===== config.mk =====
export PLATFORM = sky130hd
export DESIGN_NAME = snake_body_ctrl
export DESIGN_NICKNAME = d
export VERILOG_FILES = /design/src/rtl/snake_pkg.sv /design/src/rtl/snake_ring_phase.sv /design/src/rtl/snake_body_ctrl.sv
export SDC_FILE = /design/constraint.sdc
export NUM_CORES = 1
export LEC_CHECK = 0
export BUFFER_PORTS_ARGS = -buffer_cell sky130_fd_sc_hd__buf_2
export CAP_MARGIN = 20
export CORE_ASPECT_RATIO = 1.4
export CORE_MARGIN = 2
export CORE_UTILIZATION = 55
export CTS_BUF_LIST = sky130_fd_sc_hd__clkbuf_8
export DETAILED_ROUTE_END_ITERATION = 8
export MAX_ROUTING_LAYER = met4
export PLACE_DENSITY = 0.76
export REMOVE_ABC_BUFFERS = 1
export SLEW_MARGIN = 20
export SYNTH_ARGS = -nofsm -noshare
export SYNTH_HDL_FRONTEND = slang
export SYNTH_SLANG_ARGS = --single-unit

===== constraint.sdc =====
create_clock -name clk -period 6.8 [get_ports clk]
set_input_delay 1.02 -clock clk [delete_from_list [all_inputs] [get_ports clk]]
set_output_delay 1.02 -clock clk [all_outputs]
set_load 0.03 [all_outputs]

===== src/rtl/snake_pkg.sv =====
// -----------------------------------------------------------------------------
// snake_pkg
// Shared definitions for the snake-body sequencer: the 2-bit direction
// encoding stored in every ring slot and the sequencer state enum.
// -----------------------------------------------------------------------------
package snake_pkg;

  localparam logic [1:0] DIR_RIGHT = 2'd0;
  localparam logic [1:0] DIR_DOWN  = 2'd1;
  localparam logic [1:0] DIR_LEFT  = 2'd2;
  localparam logic [1:0] DIR_UP    = 2'd3;

  typedef enum logic {
    CLEAR = 1'b0,
    RUN   = 1'b1
  } snake_state_t;

endpackage


===== src/rtl/snake_ring_phase.sv =====
// -----------------------------------------------------------------------------
// snake_ring_phase
// Mod-DEPTH phase counter tracking which segment index currently sits on the
// output of the shift ring.
//   clk    in   clock, rising edge
//   rst    in   synchronous active-high reset (idx -> 0)
//   load0  in   force idx to 0 next cycle
//   load1  in   force idx to 1 next cycle (ring content moved one segment deeper)
//   idx    out  current phase, 0..DEPTH-1
//   wrap   out  idx == DEPTH-1
// -----------------------------------------------------------------------------
module snake_ring_phase #(
  parameter int DEPTH = 234,
  parameter int IDX_W = $clog2(DEPTH)
) (
  input  logic             clk,
  input  logic             rst,
  input  logic             load0,
  input  logic             load1,
  output logic [IDX_W-1:0] idx,
  output logic             wrap
);

  logic [IDX_W-1:0] idx_q;
  logic [IDX_W-1:0] idx_d;

  assign wrap = (idx_q == IDX_W'(DEPTH - 1));
  assign idx  = idx_q;

  always_comb begin
    idx_d = wrap ? '0 : idx_q + IDX_W'(1);
    if (load0) begin
      idx_d = '0;
    end else if (load1) begin
      idx_d = IDX_W'(1);
    end
  end

  always_ff @(posedge clk) begin
    if (rst) begin
      idx_q <= '0;
    end else begin
      idx_q <= idx_d;
    end
  end

endmodule


===== src/rtl/snake_body_ctrl.sv =====
// -----------------------------------------------------------------------------
// snake_body_ctrl
// Sequencer for an external free-running shift ring holding the snake body as
// one direction per segment. Closes the ring (sr_in <- sr_out), fills it with
// INIT_DIR after reset/restart, inserts a new head once per revolution, tracks
// the snake length and streams every stored segment once per revolution.
//   clk, rst           clock, synchronous active-high reset
//   restart            re-clear the ring (ignored while already clearing)
//   move_valid/dir/grow, move_ready   new-head handshake
//   sr_in / sr_out     ring input / ring last stage
//   seg_valid/idx/dir/tail, frame_start   registered segment stream
//   length, full       registered snake length and length==DEPTH
// -----------------------------------------------------------------------------
module snake_body_ctrl
  import snake_pkg::*;
#(
  parameter int               DEPTH    = 234,
  parameter int               WIDTH    = 2,
  parameter int               INIT_LEN = 3,
  parameter logic [WIDTH-1:0] INIT_DIR = WIDTH'(DIR_RIGHT)
) (
  input  logic                       clk,
  input  logic                       rst,
  input  logic                       restart,
  input  logic                       move_valid,
  input  logic [WIDTH-1:0]           move_dir,
  input  logic                       move_grow,
  output logic                       move_ready,
  output logic [WIDTH-1:0]           sr_in,
  input  logic [WIDTH-1:0]           sr_out,
  output logic                       seg_valid,
  output logic [$clog2(DEPTH)-1:0]   seg_idx,
  output logic [WIDTH-1:0]           seg_dir,
  output logic                       seg_tail,
  output logic                       frame_start,
  output logic [$clog2(DEPTH+1)-1:0] length,
  output logic                       full
);

  localparam int IDX_W = $clog2(DEPTH);
  localparam int LEN_W = $clog2(DEPTH + 1);

  snake_state_t     state_q, state_d;
  logic [LEN_W-1:0] length_q, length_d;
  logic             full_q, full_d;
  logic             seg_valid_q, seg_valid_d;
  logic [IDX_W-1:0] seg_idx_q, seg_idx_d;
  logic [WIDTH-1:0] seg_dir_q, seg_dir_d;
  logic             seg_tail_q, seg_tail_d;
  logic             frame_start_q, frame_start_d;

  logic [IDX_W-1:0] idx;
  logic             wrap;
  logic             load0;
  logic             load1;
  logic             accept;

  snake_ring_phase #(
    .DEPTH (DEPTH),
    .IDX_W (IDX_W)
  ) u_phase (
    .clk   (clk),
    .rst   (rst),
    .load0 (load0),
    .load1 (load1),
    .idx   (idx),
    .wrap  (wrap)
  );

  // Control: state, length, ring input and the insertion handshake.
  always_comb begin
    state_d    = state_q;
    length_d   = length_q;
    load0      = 1'b0;
    load1      = 1'b0;
    sr_in      = INIT_DIR;
    move_ready = 1'b0;
    accept     = 1'b0;
    case (state_q)
      CLEAR: begin
        // The counter wraps to 0 by itself, so the first RUN cycle is idx 0.
        if (wrap) begin
          state_d  = RUN;
          length_d = LEN_W'(INIT_LEN);
        end
      end
      RUN: begin
        sr_in      = sr_out;
        // The slot holding the deepest entry is the only place a new head
        // can be written; restart masks it so restart always wins.
        move_ready = wrap && !restart;
        accept     = move_valid && move_ready;
        if (restart) begin
          state_d  = CLEAR;
          load0    = 1'b1;
          length_d = '0;
        end else if (accept) begin
          // New head replaces the discarded deepest entry; everything already
          // stored is now one segment deeper, hence the phase jumps to 1.
          sr_in = move_dir;
          load1 = 1'b1;
          if (move_grow && (length_q != LEN_W'(DEPTH))) begin
            length_d = length_q + LEN_W'(1);
          end
        end
      end
      default: state_d = CLEAR;
    endcase
  end

  // Segment stream, registered from the ring output.
  always_comb begin
    seg_valid_d   = (state_q == RUN) && (LEN_W'(idx) < length_q);
    seg_idx_d     = idx;
    seg_dir_d     = sr_out;
    seg_tail_d    = seg_valid_d && (LEN_W'(idx) == (length_q - LEN_W'(1)));
    frame_start_d = (state_q == RUN) && (idx == '0);
    full_d        = (length_d == LEN_W'(DEPTH));
  end

  always_ff @(posedge clk) begin
    if (rst) begin
      state_q       <= CLEAR;
      length_q      <= '0;
      full_q        <= 1'b0;
      seg_valid_q   <= 1'b0;
      seg_idx_q     <= '0;
      seg_dir_q     <= '0;
      seg_tail_q    <= 1'b0;
      frame_start_q <= 1'b0;
    end else begin
      state_q       <= state_d;
      length_q      <= length_d;
      full_q        <= full_d;
      seg_valid_q   <= seg_valid_d;
      seg_idx_q     <= seg_idx_d;
      seg_dir_q     <= seg_dir_d;
      seg_tail_q    <= seg_tail_d;
      frame_start_q <= frame_start_d;
    end
  end

  assign seg_valid   = seg_valid_q;
  assign seg_idx     = seg_idx_q;
  assign seg_dir     = seg_dir_q;
  assign seg_tail    = seg_tail_q;
  assign frame_start = frame_start_q;
  assign length      = length_q;
  assign full        = full_q;

endmodule


==> impl_metrics.csv <==
group,metric,value,unit
finish,fin_util,0.669,
global_routing,grt_use_met3,0.0556,
finish,fin_nets,270,
cts,cts_tree,"yes",
global_routing,grt_max_degree,21,
finish,final_common_cell,"buf_2",
sta,tightest_slew,0.677,ns
routing,firstDrtPassIters,4,
finish,insertedDiodeCount,0,
floorplan,die_x,52.9,microns
sta,maxSlewHeadroom,0.545,
global_routing,grt_remaining_overflow,0,
power,p_total,398,uW
yosys,ys_dominant_reg_cell,"dfxtp_1",
critical_path,reg2regPathDepth,8,
routing,viasPerCell,5.97,
sta,rsz0062_at_grt,"false",
yosys,ys_warn_count,0,
yosys,synth_edf_count,0,
routing,vias,1714,
cts,htreeDepth,2,
critical_path,cp.required,5.78,ns
critical_path,crit_top_cell,"nand2_1",
cts,cts.reportedPaths.clkPinSlew,0.07,ns
cts,clkSinkCount,31,
power,p_per_area,189,mW/mm^2
routing,avgRoutedWirePerCell,15.0,microns
critical_path,slowest_delay,0.49,ns
floorplan,rows,24,
global_routing,grt_pass1_vias,1480,
critical_path,path_cells,"inv_1 -> ha_1 -> nand2_1 -> or3_4 -> nor2_1 -> nand2_1 -> a21oi_1 -> buf_2",
sta,slew_violations,0,
finish,area_growth,14.5,%
critical_path,cp-end-kind,"primary output",
power,vdd_drop_max,145,uV
sta,period_minus_slack,3.08,ns
sta,setup_tns,0,ns
flow_run,max-cap-violations,0,
routing,drc,0,
yosys,syn_area_per_cell,8.38,sq um
critical_path,r2r_slack,4.26,ns
critical_path,crit_arrival,2.06,ns
finish,n_fill_cell,306,
place,dp_hpwl,3.08,mm
cts,cts_setup_buffers,0,
worst_hold_path,min_delay_worst_endpoint,"seg_idx[4]$_SDFF_PP0_",
cts,cts_buffers,5,
sta,fmax,325,MHz
global_routing,antenna_found_initial,0,
place,place_congestion,0.879,
floorplan,core_area,0.00315,sq mm
sta,setup_viol,0,
sta,post-route-period-util,0.453,
critical_path,regToRegStartpoint,"u_phase.idx[1]$_SDFF_PP0_",
critical_path,crit_type,"reg2out",
global_routing,grt_use_total,0.258,
yosys,synth_area,0.00184,sq mm
critical_path,worstReg2RegEnd,"full$_SDFF_PP0_",
yosys,ys_types,45,
routing,drt-total-wl,4.30,mm
routing,ant_nets,0,
global_routing,grt_pass1_wl,7.09,mm
sta,fin_skew,0.00732,ns
yosys,synth_cells,220,
global_routing,grt.busiest_layer,"met2",
worst_hold_path,hp-start,"u_phase.idx[4]$_SDFF_PP0_",
yosys,ys_seq_elements,31,
floorplan,start_util,0.585,
yosys,seq_area_frac_synth,0.337,
place,portBuffers,33,
run_status,status,"complete, no violations",
finish,final_cell_mix,"33 x buf_2, 31 x dfxtp_1, 22 x nor2_1, 16 x nand2_1, 14 x ha_1",
finish,final_layout_size_suffix_gt1_frac,0.190,
floorplan,io_pins,34,
yosys,async_reset_ff_frac,0,
cts,clk_latency,0.28,ns
power,leakage,0.000877,uW
floorplan,die_height,72.5,microns
sta,hold_viol,0,
cts,cts_buffer_depth,2,
critical_path,crit_slowest_cell,"or3_4",
critical_path,crit_path_start_kind,"register",
floorplan,dieArea,0.00384,sq mm
cts,cts_hold_buf,0,
worst_hold_path,hp-class,"reg2reg",
cts,ctsResizeCount,0,
cts,cts_root_buf,"clkbuf_8",
critical_path,critPathMaxFanout,16,
worst_hold_path,min_path_cells,1,
routing,dr.first_iter.drc_count,44,
global_routing,met1_usage,0.315,
global_routing,grt_util_met2,0.401,
cell usage after synthesis (5+ instances only):
cell,count,area (sq um)
xnor2_1,5,43.8
nand3_1,9,45.0
nor2b_1,11,68.8
dfxtp_1,31,621
nand4_1,6,37.5
clkbuf_1,10,37.5
nand2_1,16,60.1
nor2_1,22,82.6
ha_1,14,175
nor3_1,5,25.0
o21ai_0,13,65.1
a21oi_1,8,40.0
xor2_1,9,78.8
inv_1,11,41.3
worst max-delay path: cells and delay by family (launching register included):
kind | cells | cell delay (ns)
buf+inv | 2 | 0.34
compound gates | 1 | 0.11
fa+ha+maj | 1 | 0.15
simple gates | 4 | 0.81
flops | 1 | 0.38
per-layer routing:
metal | vias up | routed length, microns | part of all wire
met4 | 0 | 133 | 0.031
met5 | - | 0 | 0
met1 | 801 | 1730 | 0.40
li1 | 829 | - | -
met2 | 72 | 2140 | 0.50
met3 | 12 | 299 | 0.070
through the flow:
step                instance area, sq um  std cells  hold slack (ns)  setup WS, ns
finish                              2110        287            0.600          3.72
global route                        2110        287            0.638          3.51
CTS                                 2110        287            0.596          3.70
detailed placement                  1990        279            0.586          3.87
global placement                    1990        279            0.572          3.91
floorplan                           1780        207            0.515          3.90
logic make-up (layout without fill, tap and decap cells):
group | Yosys count | in the layout | share of synthesized area
xor+xnor | 14 | 14 | 0.0665
simple gates | 94 | 94 | 0.289
compound gates | 43 | 43 | 0.156
flops | 31 | 31 | 0.337
fa+ha+maj | 14 | 14 | 0.0950
buf+inv | 24 | 52 | 0.0570
worst max path at each step:
stage | endpoint | start | cells after the start
after global routing | sr_in[0] | u_phase.idx[1]$_SDFF_PP0_ | 8
after detailed placement | sr_in[1] | restart | 6
after floorplan | sr_in[0] | restart | 4
after CTS | sr_in[1] | u_phase.idx[1]$_SDFF_PP0_ | 8
after global placement | sr_in[1] | restart | 6
final | sr_in[1] | u_phase.idx[1]$_SDFF_PP0_ | 8
area by class of cell:
type                            instances  area (sq um)  area share
Multi-Input combinational cell        165          1120       0.529
Clock buffer                            6          82.6      0.0391
Clock inverter                          2          35.0      0.0166
Tap cell                               39          48.8      0.0231
Sequential cell                        31           621       0.294
Timing Repair Buffer                   33           165      0.0782
Inverter                               11          41.3      0.0196
power by group:
group          switching (uW)  internal (uW)  leakage (uW)
registers                3.64            185      0.000251
logic                    14.4           9.88      0.000564
clock network            67.3            118     0.0000612
sequential cells by signal, summed over array words and instances, names as in the netlist:
register     cells
frame_start      1
full             1
length           8
seg_dir          2
seg_idx          8
seg_tail         1
seg_valid        1
state_q          1
u_phase.idx      8
Note: power is estimated with default switching activity, not from simulation.
